==> src/rtl/mul_booth_csa_iter_if.sv <==
// Handshake and result bundle between Ex and the iterative Booth/CSA multiplier front end.
// Master is the Ex side; slave is the multiplier.
interface mul_booth_csa_iter_if #(
  parameter int DATA_WIDTH = 64
);
  logic                      MulStart;
  logic                      MulFlush;
  logic [1:0]                MulOp;
  logic [DATA_WIDTH-1:0]     MultiplicandIn;
  logic [DATA_WIDTH-1:0]     MultiplierIn;
  logic                      MulBusy;
  logic [1:0]                MulHoldFlag;
  logic                      PPValid;
  logic [2*DATA_WIDTH-1:0]   SumPP;
  logic [2*DATA_WIDTH-1:0]   CarryPP;

  modport master (
    output MulStart, MulFlush, MulOp, MultiplicandIn, MultiplierIn,
    input  MulBusy, MulHoldFlag, PPValid, SumPP, CarryPP
  );

  modport slave (
    input  MulStart, MulFlush, MulOp, MultiplicandIn, MultiplierIn,
    output MulBusy, MulHoldFlag, PPValid, SumPP, CarryPP
  );
endinterface

==> src/rtl/mul_booth_csa_iter.sv <==
// Iterative radix-4 Booth partial-product generator feeding a 3:2 carry-save accumulator.
// One Booth digit per cycle, then a fold step that adds the deferred +1 negation bits.
module mul_booth_csa_iter #(
  parameter int DATA_WIDTH = 64
) (
  input  logic               clk,
  input  logic               rst_n,
  mul_booth_csa_iter_if.slave bus
);
  localparam int PW = 2 * DATA_WIDTH;
  localparam int EW = DATA_WIDTH + 2;
  localparam int N  = EW / 2;
  localparam int CW = $clog2(N);
  localparam logic [CW-1:0] LAST = CW'(N - 1);

  typedef enum logic [1:0] {IDLE, ITER, FOLD, DONE} state_t;

  state_t          state_q, state_d;
  logic [EW-1:0]   mcand_q, mplier_q;
  logic [PW-1:0]   sum_q, carry_q, neg_q;
  logic [CW-1:0]   cnt_q;

  logic            start_ok, m_sign, y_sign;
  logic [CW:0]     shamt;
  logic [EW:0]     y_window;
  logic [2:0]      triple;
  logic            dig_zero, dig_neg, dig_two;
  logic [PW-1:0]   mext, x_mag, pp_iter, neg_set, pp, csa_sum, csa_carry;

  assign start_ok = bus.MulStart && !bus.MulFlush;
  assign m_sign   = (bus.MulOp != 2'b11) && bus.MultiplicandIn[DATA_WIDTH-1];
  assign y_sign   = !bus.MulOp[1] && bus.MultiplierIn[DATA_WIDTH-1];

  // Digit i looks at Yext[2i+1:2i-1]; the appended zero supplies Yext[-1].
  assign shamt    = {cnt_q, 1'b0};
  assign y_window = {mplier_q, 1'b0};
  assign triple   = y_window[shamt +: 3];

  always_comb begin
    dig_zero = 1'b0;
    dig_neg  = 1'b0;
    dig_two  = 1'b0;
    case (triple)
      3'b001, 3'b010: ;
      3'b011:         dig_two = 1'b1;
      3'b100:         begin dig_neg = 1'b1; dig_two = 1'b1; end
      3'b101, 3'b110: dig_neg = 1'b1;
      default:        dig_zero = 1'b1;
    endcase
  end

  // Negative digits use the one's complement here; the +1 is collected in neg_q.
  assign mext    = {{(PW-EW){mcand_q[EW-1]}}, mcand_q};
  assign x_mag   = dig_two ? (mext << 1) : mext;
  assign pp_iter = dig_zero ? '0 : ((dig_neg ? ~x_mag : x_mag) << shamt);
  assign neg_set = {{(PW-1){1'b0}}, (!dig_zero && dig_neg)} << shamt;

  assign pp        = (state_q == FOLD) ? neg_q : pp_iter;
  assign csa_sum   = sum_q ^ carry_q ^ pp;
  assign csa_carry = ((sum_q & carry_q) | (sum_q & pp) | (carry_q & pp)) << 1;

  always_ff @(posedge clk or negedge rst_n) begin
    if (!rst_n) state_q <= IDLE;
    else        state_q <= state_d;
  end

  always_comb begin
    state_d = state_q;
    case (state_q)
      IDLE: if (start_ok) state_d = ITER;
      ITER: begin
        if (bus.MulFlush)       state_d = IDLE;
        else if (cnt_q == LAST) state_d = FOLD;
      end
      FOLD:    state_d = bus.MulFlush ? IDLE : DONE;
      default: state_d = IDLE;
    endcase
  end

  always_ff @(posedge clk or negedge rst_n) begin
    if (!rst_n) begin
      mcand_q  <= '0;
      mplier_q <= '0;
      sum_q    <= '0;
      carry_q  <= '0;
      neg_q    <= '0;
      cnt_q    <= '0;
    end else begin
      case (state_q)
        IDLE: if (start_ok) begin
          mcand_q  <= {{2{m_sign}}, bus.MultiplicandIn};
          mplier_q <= {{2{y_sign}}, bus.MultiplierIn};
          sum_q    <= '0;
          carry_q  <= '0;
          neg_q    <= '0;
          cnt_q    <= '0;
        end
        ITER: if (!bus.MulFlush) begin
          sum_q   <= csa_sum;
          carry_q <= csa_carry;
          neg_q   <= neg_q | neg_set;
          cnt_q   <= cnt_q + 1'b1;
        end
        FOLD: if (!bus.MulFlush) begin
          sum_q   <= csa_sum;
          carry_q <= csa_carry;
        end
        default: ;
      endcase
    end
  end

  assign bus.MulBusy     = (state_q == ITER) || (state_q == FOLD);
  assign bus.PPValid     = (state_q == DONE);
  assign bus.MulHoldFlag = bus.MulBusy ? 2'b10 : (bus.PPValid ? 2'b01 : 2'b00);
  assign bus.SumPP       = sum_q;
  assign bus.CarryPP     = carry_q;
endmodule

==> src/flat_wrapper.sv <==
// flat-port wrapper written by rule: the top's interface ports become plain ports
module mul_booth_csa_iter_flat 
#(
  parameter int DATA_WIDTH = 64
)
  (clk, rst_n, bus_MulStart, bus_MulFlush, bus_MulOp, bus_MultiplicandIn, bus_MultiplierIn, bus_MulBusy, bus_MulHoldFlag, bus_PPValid, bus_SumPP, bus_CarryPP);
  mul_booth_csa_iter_if #(.DATA_WIDTH(DATA_WIDTH)) bus_i ();
  input  logic clk;
  input  logic rst_n;
  input wire logic [$bits(bus_i.MulStart)-1:0] bus_MulStart;
  input wire logic [$bits(bus_i.MulFlush)-1:0] bus_MulFlush;
  input wire logic [$bits(bus_i.MulOp)-1:0] bus_MulOp;
  input wire logic [$bits(bus_i.MultiplicandIn)-1:0] bus_MultiplicandIn;
  input wire logic [$bits(bus_i.MultiplierIn)-1:0] bus_MultiplierIn;
  output wire logic [$bits(bus_i.MulBusy)-1:0] bus_MulBusy;
  output wire logic [$bits(bus_i.MulHoldFlag)-1:0] bus_MulHoldFlag;
  output wire logic [$bits(bus_i.PPValid)-1:0] bus_PPValid;
  output wire logic [$bits(bus_i.SumPP)-1:0] bus_SumPP;
  output wire logic [$bits(bus_i.CarryPP)-1:0] bus_CarryPP;
  assign bus_i.MulStart = bus_MulStart;
  assign bus_i.MulFlush = bus_MulFlush;
  assign bus_i.MulOp = bus_MulOp;
  assign bus_i.MultiplicandIn = bus_MultiplicandIn;
  assign bus_i.MultiplierIn = bus_MultiplierIn;
  assign bus_MulBusy = bus_i.MulBusy;
  assign bus_MulHoldFlag = bus_i.MulHoldFlag;
  assign bus_PPValid = bus_i.PPValid;
  assign bus_SumPP = bus_i.SumPP;
  assign bus_CarryPP = bus_i.CarryPP;
  mul_booth_csa_iter #(.DATA_WIDTH(DATA_WIDTH)) u_core (.clk(clk), .rst_n(rst_n), .bus(bus_i));
endmodule
==> config.mk <==
export PLATFORM = sky130hd
export DESIGN_NAME = mul_booth_csa_iter_flat
export DESIGN_NICKNAME = d
export VERILOG_FILES = /design/src/rtl/mul_booth_csa_iter_if.sv /design/src/rtl/mul_booth_csa_iter.sv /design/src/flat_wrapper.sv
export SDC_FILE = /design/constraint.sdc
export NUM_CORES = 2
export LEC_CHECK = 0
export CAP_MARGIN = 30
export CELL_PAD_IN_SITES_DETAIL_PLACEMENT = 1
export CELL_PAD_IN_SITES_GLOBAL_PLACEMENT = 1
export CORE_ASPECT_RATIO = 1.25
export CORE_MARGIN = 2
export CORE_UTILIZATION = 48
export DETAILED_ROUTE_END_ITERATION = 10
export PLACE_DENSITY = 0.94
export SLEW_MARGIN = 20
export SYNTH_ARGS = -nofsm -noshare
export SYNTH_HDL_FRONTEND = slang
export SYNTH_SLANG_ARGS = --single-unit
==> constraint.sdc <==
create_clock -name clk -period 12.3 [get_ports clk]
set_clock_uncertainty 0.2 [all_clocks]
set_input_delay 2.46 -clock clk [delete_from_list [all_inputs] [get_ports clk]]
set_output_delay 2.46 -clock clk [all_outputs]
set_load 0.1 [all_outputs]
==> flow_metrics.py <==
metrics = {
    "critical_path": {
        "crit_top_cell": "buf_4",
        "cp_max_fo": 70,
        "setup.reg_to_reg.worst_slack_ns": 3.10,
        "arrival_time_of_the_worst_setup_path_ns": 9.49,
        "setup.worst_path.start": "u_core.cnt_q[0]",
        "worstPathRequired_ns": 12.59,
        "cp_slowest_stage_delay_ns": 0.74,
        "cp_cell_sequence": "buf_4, mux4_2, a22oi_1, o2111a_2, a211oi_4, buf_4, buf_4, a21oi_2, buf_4, o221ai_1, a21oi_1, nand2_1, mux4_2, mux2i_1, o21ai_0, mux2i_1, o21ai_0, fa_1, nand3b_1, o21ai_0",
        "crit_path_start_kind": "flop",
        "r2r-start": "u_core.cnt_q[0]",
        "r2r_cells": 20,
        "cp-end-kind": "flop",
        "crit_path_slowest_cell": "mux4_2",
        "timing.critical_path.buf_inv": 4,
        "setup.worst_path.class": "reg -> reg",
        "ff_to_ff_end": "u_core.bus.SumPP[123]",
        "cp_top_family": "compound AO/OA/AOI/OAI gates",
    },
    "sta": {
        "hold_viol": 0,
        "grt_setup_unrepaired": "no",
        "tightestPinTransition_ns": 1.288,
        "final_min_period_over_clock_period_pct": 74.81,
        "drv_slew": 0,
        "finalWorstPathRequiredPeriod_ns": 9.202,
        "slew_headroom_pct": 13.66,
        "setup_viol": 0,
        "layout_setup_ws_ns": 3.098,
        "timing.fmax_ghz": 0.1087,
        "setup_tns_ns": 0,
    },
    "clock_tree": {
        "tritoncts_num_sinks": 457,
        "tritoncts": "done",
        "insertion_delay_ns": 0.67,
        "path_clk_slew_ns": 0.07,
        "max_buffers_root_to_sink": 3,
        "post_cts_resize_count": 0,
        "cts.hold.buffers_added": 0,
        "htree_levels": 2,
        "clock-root-buffer": "clkbuf_16",
        "tritoncts.num_buffers": 49,
        "cts.repair_timing.setup_buffer_count": 0,
    },
    "global_routing": {
        "met3_usage_pct": 16.62,
        "grt_pass1_wl_microns": 246600,
        "track_usage_pct": 45.55,
        "met2_routing_resource_usage_after_global_routing_pct": 72.01,
        "number_of_antenna_violations_at_the_first_check_in_global_routing": 12,
        "grt_overflow_total": 0,
        "grt_start_max_net_pins": 267,
        "grt-busiest-layer": "met2",
        "grt_util_met1_pct": 49.29,
        "grt_pass1_vias": 35720,
    },
    "place": {
        "placement_stage_cell_area_sq_mm": 0.03864,
        "hpwl_dp_microns": 116000,
        "globalplace.congestion": 1.081,
        "preCtsSetupSlack_ns": 4.007,
        "io_buffers": 392,
        "dpl.cell_count": 4781,
    },
    "final_layout": {
        "finish.instance_area_sq_mm": 0.04068,
        "layout-drive-gt1-share_pct": 13.07,
        "finish.cell_count_without_fillers": 4890,
        "fillerInstances": 7770,
        "area.growth.synth_to_final_pct": 19.48,
        "layout.nets": 4171,
    },
    "synth": {
        "synth_cell_type_count": 105,
        "ys_ff_latch": 457,
        "post_synth_instance_area_sq_mm": 0.03405,
        "synth_area_per_cell_sq_um": 9.124,
        "synthesis.instances": 3732,
        "yosysWarnings": 0,
        "synth_fp_nets": 3999,
        "ys_async_sr_fraction_pct": 100.0,
        "synth.yosys.seq_area_share_pct": 33.59,
        "synth_top_flop_cell": "dfrtp_1",
        "synth_edf_count": 0,
    },
    "run_status": {
        "run_status": "completed",
    },
    "flow_run": {
        "max_cap_violations": 0,
    },
    "worst_hold_path": {
        "min_from": "u_core.mplier_q[4]",
        "hold_class": "reg -> reg",
        "min_delay_worst_endpoint": "u_core.mplier_q[4]",
        "worst_hold_path.num_cells": 1,
    },
    "drt": {
        "post_drt_antenna_nets": 0,
        "vias": 35020,
        "route.final.wire_length_microns": 169700,
        "firstDrtPassIters": 7,
        "detail_route.drc_violations": 0,
        "wire_per_inst_microns": 34.70,
        "drt-initial-drc-count": 4979,
        "drt-vias-per-instance": 7.161,
    },
    "die": {
        "start_util_pct": 48.29,
        "fp.dieH_microns": 301.8,
        "die_w_microns": 242.2,
        "coreArea_sq_mm": 0.07051,
        "num_io_pins": 394,
        "placement_rows": 109,
        "die_area_sq_mm": 0.07310,
    },
}
==> through the flow <==
| stage | util (%) | hold WS, ns |
|---|---|---|
| finish | 57.70 | 0.3130 |
| global route | 57.69 | 0.3195 |
| global placement | 54.06 | 0.2765 |
| CTS | 57.30 | 0.3064 |
| detailed placement | 54.81 | 0.2900 |
| floorplan | - | 0.2547 |
==> registers in the layout, summed over array words and instances, names as in the netlist <==
register,cells
u_core.bus.CarryPP,127
u_core.bus.SumPP,128
u_core.cnt_q,6
u_core.mcand_q,65
u_core.mplier_q,65
u_core.neg_q,64
u_core.state_q,2
==> final cells by class <==
class | count | area [sq um] | share of cell area, %
timing repair buffer | 494 | 5197 | 12.78
inverter | 311 | 1167 | 2.869
clock inverter | 21 | 324.1 | 0.7965
sequential | 457 | 11450 | 28.14
multi-input combinational | 2591 | 19920 | 48.96
antenna | 6 | 15.01 | 0.03690
clock buffer | 67 | 1434 | 3.524
tap | 943 | 1180 | 2.900
==> worst max-delay path by stage <==
stage / end / slack [ns] / depth (start not counted)
2_1_floorplan: u_core.bus.SumPP[62] / 7.37 / 17
3_3_place_gp: u_core.bus.SumPP[95] / 4.04 / 17
3_5_place_dp: u_core.bus.SumPP[95] / 4.01 / 20
4_1_cts: u_core.bus.SumPP[95] / 3.89 / 20
5_1_grt: u_core.bus.SumPP[123] / 2.99 / 20
6_report: u_core.bus.SumPP[123] / 3.10 / 20
==> metal layers <==
| metal | vias to the layer above | part of all wire [%] |
|---|---|---|
| met5 | - | 0.036 |
| met1 | 17300 | 32 |
| met2 | 2776 | 45 |
| met4 | 10 | 11 |
| li1 | 13870 | - |
| met3 | 1054 | 11 |
==> cells in the mapped netlist (12+ instances only) <==
| master | n | area, sq um |
|---|---|---|
| nor2b_1 | 36 | 225.2 |
| o21ai_1 | 13 | 65.06 |
| a2bb2oi_1 | 16 | 140.1 |
| and2_1 | 14 | 87.58 |
| inv_1 | 307 | 1152 |
| dfrtp_1 | 457 | 11440 |
| buf_1 | 36 | 135.1 |
| mux2_2 | 178 | 2004 |
| a211o_1 | 12 | 105.1 |
| o211ai_1 | 46 | 345.3 |
| o221ai_1 | 51 | 446.7 |
| nand2b_1 | 14 | 87.58 |
| a31oi_1 | 54 | 337.8 |
| nand4_1 | 16 | 100.1 |
| nand3_1 | 110 | 550.5 |
| o22ai_1 | 43 | 269.0 |
| o21ai_0 | 419 | 2097 |
| a22oi_1 | 36 | 270.3 |
| o31ai_1 | 18 | 135.1 |
| a21oi_1 | 207 | 1036 |
| nor2_1 | 196 | 735.7 |
| mux4_2 | 63 | 1419 |
| mux2i_1 | 92 | 920.9 |
| o221a_2 | 18 | 202.7 |
| nand3b_1 | 256 | 1922 |
| clkbuf_1 | 244 | 915.9 |
| nor3_1 | 51 | 255.2 |
| buf_2 | 64 | 320.3 |
| buf_4 | 14 | 105.1 |
| a211oi_1 | 29 | 217.7 |
| o21a_1 | 16 | 120.1 |
| a221oi_1 | 46 | 402.9 |
| fa_1 | 126 | 2522 |
| nand2_1 | 186 | 698.2 |
==> cell families (layout without fill, tap and decap cells) <==
logic type / Yosys count / in the layout / share of synthesized area (%)
XOR/XNOR: 6 / 6 / 0.1543
AO/OA/AOI/OAI: 1182 / 1182 / 22.57
AND/OR/NAND/NOR: 933 / 933 / 14.84
adder cells (fa/ha/maj): 134 / 134 / 7.695
buffers and inverters: 684 / 893 / 8.272
other: 1 / 7 / 0.01101
flip-flops: 457 / 457 / 33.59
multiplexers: 335 / 335 / 12.88
==> placed cells by master (no fill, tap or decap), drive strengths merged, types with 11 or more instances in the layout <==
cell type	count
a2111oi	11
a211o	12
a211oi	30
a21oi	210
a221oi	48
a22oi	37
a2bb2oi	16
a31oi	54
a32oi	11
and2	15
buf	101
clkbuf	69
clkdlybuf4s50	391
clkinv	15
dfrtp	457
fa	126
inv	311
mux2	179
mux2i	92
mux4	64
nand2	189
nand2b	14
nand3	110
nand3b	256
nand4	16
nor2	198
nor2b	36
nor3	53
nor4	12
o211ai	46
o21a	16
o21ai	434
o221a	20
o221ai	51
o22ai	45
o31ai	18
Power is left out: the tool's default activity adds up to more than one toggle a clock period on the data nets, which glitch-free logic cannot reach.
